**src/rtl/fp16_pkg.sv**
```systemverilog
// Shared FP16 constants and payload types for the fraction add / normalize stage.
package fp16_pkg;

  localparam int unsigned FP16_EXP_W   = 5;
  localparam int unsigned FP16_MANT_W  = 10;
  localparam int unsigned FP16_BIAS    = 15;
  localparam int unsigned FP16_EXP_MAX = 31;
  localparam int unsigned FRAC_W       = 13;

  typedef struct packed {
    logic                   sign;
    logic [FP16_EXP_W-1:0]  exp;
    logic [FP16_MANT_W-1:0] mant;
  } fp16_t;

  typedef logic signed [FRAC_W:0] frac_s_t;

endpackage

```
**src/rtl/lzc13.sv**
```systemverilog
// Leading-zero count of a 13-bit vector; returns 13 when the vector is all zero.
module lzc13 (
  input  logic [12:0] vec_i,
  output logic [3:0]  cnt_c_o
);

  // Ascending scan: the highest set bit is the last to overwrite the count.
  always_comb begin
    cnt_c_o = 4'd13;
    for (int i = 0; i < 13; i++) begin
      if (vec_i[i]) cnt_c_o = 4'(12 - i);
    end
  end

endmodule

```
**src/rtl/fp16_frac_add_norm.sv**
```systemverilog
// Two-stage valid/ready pipeline: add aligned signed fractions, then normalize,
// round to nearest even and pack an FP16 result.
module fp16_frac_add_norm
  import fp16_pkg::*;
(
  input  logic        CLK,
  input  logic        nRST,
  input  logic        in_valid,
  output logic        in_ready,
  input  logic [13:0] frac_a,
  input  logic [13:0] frac_b,
  input  logic [4:0]  exp_in,
  output logic        out_valid,
  input  logic        out_ready,
  output logic [15:0] result
);

  localparam int unsigned SUM_W = FRAC_W + 2;
  localparam int unsigned MAG_W = FRAC_W + 1;
  localparam int unsigned EXP_C = 7;

  logic                    s1_valid_q, s1_valid_d;
  logic [SUM_W-1:0]        s1_sum_q, s1_sum_d;
  logic [FP16_EXP_W-1:0]   s1_exp_q, s1_exp_d;
  logic                    s2_valid_q, s2_valid_d;
  fp16_t                   s2_res_q, s2_res_d;

  logic                    advance_c;
  logic                    sign_c;
  logic [MAG_W-1:0]        mag_c;
  logic [3:0]              lz_c;
  logic [FRAC_W-1:0]       norm_c;
  logic [EXP_C-1:0]        exp_n_c, exp_r_c;
  logic                    round_up_c;
  logic [FP16_MANT_W:0]    mant_r_c;
  fp16_t                   res_c;

  assign advance_c = !s2_valid_q || out_ready;
  assign in_ready  = !s1_valid_q || advance_c;
  assign out_valid = s2_valid_q;
  assign result    = s2_res_q;

  // Stage 1: sign-extended sum; 15 bits cannot overflow.
  always_comb begin
    s1_valid_d = s1_valid_q;
    s1_sum_d   = s1_sum_q;
    s1_exp_d   = s1_exp_q;
    if (in_ready) begin
      s1_valid_d = in_valid;
      if (in_valid) begin
        s1_sum_d = {frac_a[13], frac_a} + {frac_b[13], frac_b};
        s1_exp_d = exp_in;
      end
    end
  end

  // |sum| < 2^14 for legal operands, so the low 14 bits carry the full magnitude.
  assign sign_c = s1_sum_q[SUM_W-1];
  assign mag_c  = sign_c ? (MAG_W'(0) - s1_sum_q[MAG_W-1:0]) : s1_sum_q[MAG_W-1:0];

  lzc13 u_lzc (
    .vec_i   (mag_c[FRAC_W-1:0]),
    .cnt_c_o (lz_c)
  );

  // Stage 2 datapath: normalize, round to nearest even, pack.
  always_comb begin
    if (mag_c[MAG_W-1]) begin
      norm_c  = mag_c[MAG_W-1:1] | {{(FRAC_W-1){1'b0}}, mag_c[0]};
      exp_n_c = {2'b00, s1_exp_q} + 7'd1;
    end else begin
      norm_c  = mag_c[FRAC_W-1:0] << lz_c;
      exp_n_c = {2'b00, s1_exp_q} - {3'b000, lz_c};
    end

    round_up_c = norm_c[1] & (norm_c[0] | norm_c[2]);
    mant_r_c   = {1'b0, norm_c[11:2]} + {{FP16_MANT_W{1'b0}}, round_up_c};
    exp_r_c    = exp_n_c + {6'b0, mant_r_c[FP16_MANT_W]};

    res_c = '{sign: sign_c, exp: exp_r_c[FP16_EXP_W-1:0], mant: mant_r_c[FP16_MANT_W-1:0]};
    // A normalized non-zero magnitude always has its hidden bit set.
    if (!norm_c[FRAC_W-1]) begin
      res_c = '0;
    end else if (exp_n_c[EXP_C-1] || exp_n_c == '0) begin
      res_c = '{sign: sign_c, exp: '0, mant: '0};
    end else if (exp_r_c >= 7'(FP16_EXP_MAX)) begin
      res_c = '{sign: sign_c, exp: '1, mant: '0};
    end
  end

  always_comb begin
    s2_valid_d = s2_valid_q;
    s2_res_d   = s2_res_q;
    if (advance_c) begin
      s2_valid_d = s1_valid_q;
      if (s1_valid_q) s2_res_d = res_c;
    end
  end

  always_ff @(posedge CLK or negedge nRST) begin
    if (!nRST) begin
      s1_valid_q <= 1'b0;
      s1_sum_q   <= '0;
      s1_exp_q   <= '0;
      s2_valid_q <= 1'b0;
      s2_res_q   <= '0;
    end else begin
      s1_valid_q <= s1_valid_d;
      s1_sum_q   <= s1_sum_d;
      s1_exp_q   <= s1_exp_d;
      s2_valid_q <= s2_valid_d;
      s2_res_q   <= s2_res_d;
    end
  end

endmodule

```
**config.mk**
```make
export PLATFORM = sky130hd
export DESIGN_NAME = fp16_frac_add_norm
export DESIGN_NICKNAME = d
export VERILOG_FILES = /design/src/rtl/fp16_pkg.sv /design/src/rtl/lzc13.sv /design/src/rtl/fp16_frac_add_norm.sv
export SDC_FILE = /design/constraint.sdc
export NUM_CORES = 1
export LEC_CHECK = 0
export ABC_AREA = 1
export ABC_CLOCK_PERIOD_IN_PS = 5030
export BUFFER_PORTS_ARGS = -buffer_cell sky130_fd_sc_hd__buf_2
export CORE_MARGIN = 1
export CORE_UTILIZATION = 30
export CTS_CLUSTER_DIAMETER = 120
export DETAILED_ROUTE_END_ITERATION = 10
export GPL_ROUTABILITY_DRIVEN = 1
export GPL_TIMING_DRIVEN = 0
export HOLD_SLACK_MARGIN = 0.03
export PLACE_DENSITY = 0.56
export SLEW_MARGIN = 20
export SYNTH_ARGS = -nofsm -noshare
export SYNTH_HDL_FRONTEND = slang
export SYNTH_SLANG_ARGS = --single-unit
```
**constraint.sdc**
```tcl
create_clock -name CLK -period 5.03 [get_ports CLK]
set_clock_uncertainty 0.15 [all_clocks]
set_input_delay 1.2575 -clock CLK [delete_from_list [all_inputs] [get_ports CLK]]
set_output_delay 1.2575 -clock CLK [all_outputs]
set_load 0.01 [all_outputs]
```
==> flow_summary_export.csv, run 1 <==
group,metric,value,unit
global_route,grt_usage,0.162,
timing,setup_tns,0,ns
layout,regArea,952,um2
floorplanning,initial_utilization,0.313,
status,outcome,"finished, final reports clean",
critical_path,cp.required,5.04,ns
timing,holdWs,0.320,ns
floorplanning,die_h,118,um
critical_path,endpoint_kind,"register",
drt,met1_length,4.99,mm
logic_synthesis,ys.warnings.count,0,
critical_path,rrSetupSlack,0.26,ns
floorplanning,core-area,0.0128,mm2
logic_synthesis,syn_avg_cell_area,6.69,um2
power,irDropWorstVdd,0.143,mV
clock_network,clock-sinks,38,
timing,slew_headroom,0.414,
logic_synthesis,synth_cells,600,
drt,first_pass_iters,5,
logic_synthesis,ys_seq_elements,38,
global_route,grt_pass1_wl,18.8,mm
drt,wl_met3,384,um
logic_synthesis,synth_flop_cell,"dfrtp_1",
timing,fin_crit_sh,0.949,
logic_synthesis,synthesis.area,0.00402,mm2
placement,gp_congestion,0.902,
logic_synthesis,synthAdderAreaFrac,0.0816,
layout,final_cell_mix,"nand2_1, nand3_1, inv_1, buf_2, nor2_1",
worst_hold_path,hp-class,"register to register",
placement,io_buffer_count,54,
drt,vias_per_cell,4.79,
logic_synthesis,yosys-top-cells-area,"dfrtp_1, nand2_1, nand3_1",
layout,utilization,0.384,
critical_path,cp_max_fo,10,
global_route,gr-total-overflow,0,
floorplanning,dieArea,0.0138,mm2
logic_synthesis,synth_fp_nets,662,
layout,n_fill_cell,1395,
logic_synthesis,synth_xor_area_frac,0.0327,
drt,drc,0,
timing,period_needed,4.77,ns
run,cap_violations,0,
critical_path,cp_slowest_cell,"dfrtp_2",
critical_path,slowest_delay,0.42,ns
drt,num_vias,4100,
layout,antenna_cells,0,
timing,final_hold_viol_count,0,
placement,dpl_cell_area,0.00450,mm2
logic_synthesis,yosys.area.top_type_share,0.237,
timing,drv_slew,0,
global_route,grt_antenna_before_repair,0,
floorplanning,die_x,118,um
critical_path,cp.arrival,4.78,ns
clock_network,cts_hold_buf,0,
logic_synthesis,yosysTopAreaCell,"dfrtp_1",
layout,multi_input_area,0.00278,mm2
clock_network,cts_tree,"done",
placement,dp_hpwl,8.49,mm
logic_synthesis,synth_mux_area_frac,0.00249,
layout,final_cell_area,0.00492,mm2
layout,area.growth.synth_to_final,22.6,%
logic_synthesis,synth_compound_area_frac,0.116,
logic_synthesis,synth_edf_count,0,
logic_synthesis,synthArstFlopShare,1.00,
logic_synthesis,yosysUniqueCellTypes,49,
layout,instances_no_fill,856,
placement,placedCellCount,826,
timing,setup_viol,0,
drt,drt_iter0_markers,184,
floorplanning,num_rows,41,
layout,drive_above_1_share,0.270,
drt,route.top_layer_used,"met4",
timing,worstMarginPinSlew,0.879,ns
logic_synthesis,yosys.area_share.simple,0.435,
drt,ant_nets,0,
critical_path,critPathLaunchType,"register",
power,p_per_area,492,mW/mm2
critical_path,cpMostUsedCell,"buf_4",
critical_path,critical_path_class,"register to register",
global_route,grt_start_max_net_pins,39,
clock_network,cts_buffers,5,
timing,maxClockFrequency,0.210,GHz
drt,wl,10.7,mm
clock_network,clk_pin_slew,0.06,ns
clock_network,cts_root_buf,"clkbuf_16",
power,power.leakage,2.52,nW
layout,layout_commonest_cell,"nand2_1",
logic_synthesis,synth_top_family_by_area,"simple AND/OR/NAND/NOR gates",
drt,drt-wirelength-per-cell,12.6,um
logic_synthesis,synth.yosys.seq_area_share,0.237,
global_route,grt_pass1_vias,4068,
clock_network,h-tree-depth,2,
clock_network,clk_latency,0.28,ns
clock_network,clockBufferDepth,2,
floorplanning,io_pins,55,
drt,wl_met2,5.25,mm
layout,fin_nets,746,
flip-flops by register name, summed over array words and instances, names as in the netlist:
name and count:
result 16, s1_sum_q 15, s1_exp_q 5, out_valid 1
s1_valid_q 1
metrics by stage:
step	setup WS, ns	power [mW]
floorplan	0.560	1.63
global placement	-0.155	1.95
detailed placement	-0.289	1.98
CTS	0.0354	2.33
global route	-0.0596	2.66
finish	0.258	2.42
cell families after synthesis:
| family | after synthesis |
|---|---|
| compound gates | 78 |
| flops | 38 |
| fa+ha+maj | 25 |
| xor+xnor | 15 |
| mux | 1 |
| simple gates | 355 |
| buf+inv | 88 |
cell type report:
cell class / instances / share of cell area
plain buffers: 14 / 0.0221
clock buffers: 5 / 0.0254
clock inverters: 2 / 0.00203
inverters: 74 / 0.0585
multi-input cells: 474 / 0.565
flip-flops and latches: 38 / 0.193
well taps: 172 / 0.0437
repair buffers: 77 / 0.0900
path summary, 6_finish.rpt:
path / startpoint / end / depth (start not counted)
worst max-delay path: s1_sum_q[0] / result[14] / 37
worst min-delay path: result[4] / result[4] / 2
worst max register to register: s1_sum_q[0] / result[14] / 37
worst min register to register: result[4] / result[4] / 2
max in group asynchronous: nRST / s1_sum_q[0] / 1
min in group asynchronous: nRST / result[4] / 1
worst max-delay path, delay by kind of cell (launching register included):
| kind | cells | cell delay [ns] |
|---|---|---|
| fa+ha+maj | 4 | 0.63 |
| flops | 1 | 0.42 |
| compound gates | 4 | 0.34 |
| buf+inv | 11 | 1.04 |
| simple gates | 18 | 2.04 |
per-layer routing:
layer  vias to the layer above  global-route usage
li1                       2125                   -
met1                      1884               0.210
met2                        78               0.278
met3                        13              0.0228
met4                         0              0.0465
met5                         -                   0
synthesized netlist by cell type (all sizes together) (2+ instances only):
master and count:
a21oi 15, o21ai 44, or2 2, buf 9
inv 73, o21bai 2, nor3 5, nand2 197
nor2 56, ha 23, nand3 83, fa 2
a31oi 2, o31ai 2, dfrtp 38, o21a 2
clkbuf 5, xor2 13, o211ai 2, nand4 10
a211oi 3, xnor2 2, o22ai 2
power by group:
part / switching (mW) / internal (mW) / total [mW]
Combinational: 1.04 / 0.613 / 1.65
Sequential: 0.0665 / 0.396 / 0.463
Clock: 0.129 / 0.179 / 0.308
Total: 1.23 / 1.19 / 2.42
repair_timing:
action                                  in CTS  in global routing
pin swaps                                    6                 12
setup buffers                               10                 13
resized for setup                           11                 19
endpoints found under the setup margin      15                 15
No activity file was read; power rests on OpenSTA's default activity.
==> run 2: changes to the inputs <==
--- a/config.mk
+++ b/config.mk
@@ -11,6 +11,7 @@
 export CORE_MARGIN = 1
 export CORE_UTILIZATION = 30
 export CTS_CLUSTER_DIAMETER = 120
+export CTS_CLUSTER_SIZE = 8
 export DETAILED_ROUTE_END_ITERATION = 10
 export GPL_ROUTABILITY_DRIVEN = 1
 export GPL_TIMING_DRIVEN = 0
@@ -19,4 +20,5 @@
 export SLEW_MARGIN = 20
 export SYNTH_ARGS = -nofsm -noshare
 export SYNTH_HDL_FRONTEND = slang
+export SYNTH_HIERARCHICAL = 1
 export SYNTH_SLANG_ARGS = --single-unit
==> run 2 against run 1 <==
Routed wire length up 2.9%. Worst setup slack better by 0.097 ns. Combinational power about the same. Synthesized cell count rose by 5.2%. Hold slack gained 0.0029 ns. Sequential power shrank 0.9%. Total power increased by 3.2%. Global-route usage increased by 0.37 points. Register-to-register slack better by 0.097 ns. Non-clock buffer count is the same. Largest power group unchanged.
==> flow_summary_export.csv, run 2 <==
group,metric,value,unit
status,outcome,"finished, final reports clean",
clock_network,clk_pin_slew,0.06,ns
logic_synthesis,yosys-top-cells-area,"dfrtp_1, nand2_1, nand3_1",
logic_synthesis,synth_edf_count,0,
floorplanning,num_rows,41,
drt,vias_per_cell,4.80,
power,p_comb_frac,0.667,
timing,slew_headroom,0.436,
layout,final_cell_mix,"nand2_1, nand3_1, inv_1, buf_2, dfrtp_1",
global_route,use_met3,0.0150,
clock_network,cts_tree,"done",
run,cap_violations,0,
logic_synthesis,yosysMostFrequentCell,"nand2_1",
drt,wl,11.1,mm
drt,num_vias,4254,
clock_network,h-tree-depth,2,
placement,dpl_cell_area,0.00442,mm2
timing,fin_crit_sh,0.929,
floorplanning,core-area,0.0127,mm2
logic_synthesis,yosysTopAreaCell,"dfrtp_1",
layout,final_cell_area,0.00499,mm2
logic_synthesis,synth_cells,631,
layout,regArea,952,um2
drt,first_pass_iters,4,
clock_network,clockBufferDepth,2,
global_route,grt_antenna_before_repair,0,
logic_synthesis,ys.warnings.count,6,
critical_path,endpoint_kind,"register",
drt,ant_nets,0,
clock_network,cts_buffers,5,
logic_synthesis,synth_flop_cell,"dfrtp_1",
placement,io_buffer_count,54,
drt,drc,0,
power,irDropWorstVdd,0.153,mV
logic_synthesis,yosys.area.top_type_share,0.242,
placement,dp_hpwl,8.85,mm
critical_path,slowest_delay,0.37,ns
timing,maxClockFrequency,0.214,GHz
logic_synthesis,synthesis.area,0.00394,mm2
layout,area.growth.synth_to_final,26.8,%
global_route,grt_start_max_net_pins,39,
placement,place_ws,-0.426,ns
global_route,gr-total-overflow,0,
global_route,use_met1,0.206,
clock_network,cts_root_buf,"clkbuf_16",
critical_path,cp_slowest_cell,"dfrtp_1",
clock_network,cts_hold_buf,0,
logic_synthesis,ys_seq_elements,38,
layout,instances_no_fill,886,
layout,layout_commonest_cell,"nand2_1",
critical_path,cpMostUsedCell,"nand2_1",
clock_network,clock-sinks,38,
layout,drive_above_1_share,0.265,
drt,drt-wirelength-per-cell,12.5,um
layout,largest_reg_flops,16,
placement,placedCellCount,857,
logic_synthesis,synth_fp_nets,693,
layout,n_fill_cell,1432,
floorplanning,io_pins,55,
power,power.leakage,2.62,nW
power,power_switching,1.24,mW
critical_path,critPathLaunchType,"register",
worst_hold_path,hp-class,"register to register",
timing,setup_ws,0.355,ns
timing,final_hold_viol_count,0,
critical_path,cp.arrival,4.75,ns
placement,gp_congestion,0.855,
clock_network,clk_latency,0.28,ns
global_route,grt_pass1_vias,3954,
timing,drv_slew,0,
power,netSwitchingFraction,0.496,
power,internal_power,1.26,mW
critical_path,cp_max_fo,10,
global_route,use_met2,0.301,
layout,multi_input_area,0.00283,mm2
timing,setup_viol,0,
critical_path,cp.required,5.10,ns
critical_path,critical_path_class,"register to register",
global_route,grt_usage,0.166,
logic_synthesis,synthArstFlopShare,1.00,
drt,drt_iter0_markers,191,
floorplanning,die_h,117,um
layout,utilization,0.392,
logic_synthesis,syn_avg_cell_area,6.24,um2
timing,worstMarginPinSlew,0.846,ns
global_route,grt_pass1_wl,17.8,mm
layout,antenna_cells,0,
logic_synthesis,synth_commonest_cells,"nand2_1, nand3_1, inv_1",
global_route,grt_busiest_layer,"met2",
floorplanning,die_x,117,um
power,p_per_area,501,mW/mm2
timing,period_needed,4.68,ns
floorplanning,dieArea,0.0136,mm2
logic_synthesis,yosysUniqueCellTypes,40,
power,p_clk_frac,0.150,
floorplanning,initial_utilization,0.309,
layout,fin_nets,776,
logic_synthesis,synth.yosys.seq_area_share,0.242,
power,pwr-share-seq,0.184,
-- run 2: timing repair --
item | 4_1_cts | 5_1_grt
pin swaps | 2 | 25
gates resized for setup | 17 | 63
endpoints found under the setup margin | 15 | 15
setup buffers | 4 | 18
-- run 2: power groups by stage --
stage                     sequential, mW  combinational, mW  clock (mW)
after detailed placement           0.460               1.44           0
final                              0.459               1.66       0.374
after floorplan                    0.474               1.06           0
after global placement             0.456               1.42           0
after global routing               0.470               1.87       0.393
after CTS                          0.454               1.48       0.383
-- run 2: final timing paths --
path	startpoint	end	slack, ns	cells past startpoint
min reg2reg	result[1]	result[1]	0.32	2
min in group asynchronous	nRST	result[4]	0.91	1
max reg2reg	s1_sum_q[14]	result[9]	0.35	38
max	s1_sum_q[14]	result[9]	0.35	38
min	result[1]	result[1]	0.32	2
max in group asynchronous	nRST	s1_sum_q[2]	3.21	1
-- run 2: routing by layer --
metal	part of all wire	routed length [um]
met1	0.46	5090
met2	0.49	5460
met3	0.031	339
met4	0.016	172
met5	0	0
-- run 2: cells by family after synthesis --
family | count (synthesis) | share of synthesized area
AO/OA/AOI/OAI | 82 | 0.117
adder cells (fa/ha/maj) | 25 | 0.0833
AND/OR/NAND/NOR | 386 | 0.440
buffers and inverters | 88 | 0.0916
flip-flops | 38 | 0.242
XOR/XNOR | 12 | 0.0267
-- run 2: cell type report --
| cell class | instances | share of cell area |
|---|---|---|
| Clock buffer | 6 | 0.0278 |
| Inverter | 73 | 0.0579 |
| Timing Repair Buffer | 76 | 0.0880 |
| Tap cell | 172 | 0.0431 |
| Clock inverter | 1 | 0.00602 |
| Buffer | 15 | 0.0196 |
| Sequential cell | 38 | 0.191 |
| Multi-Input combinational cell | 505 | 0.567 |
-- run 2: worst max-delay path: cells and delay by family (launching register included) --
family | cells | cell delay (ns)
fa+ha+maj | 2 | 0.35
compound gates | 1 | 0.08
flops | 1 | 0.37
simple gates | 28 | 2.72
buf+inv | 7 | 0.89
-- run 2: metrics by stage --
step                power [mW]  hold slack (ns)  setup TNS (ns)
finish                    2.50            0.323               0
global route              2.74            0.353          -0.124
CTS                       2.32            0.329               0
detailed placement        1.90            0.313           -5.58
global placement          1.88            0.308           -3.82
floorplan                 1.54            0.321               0
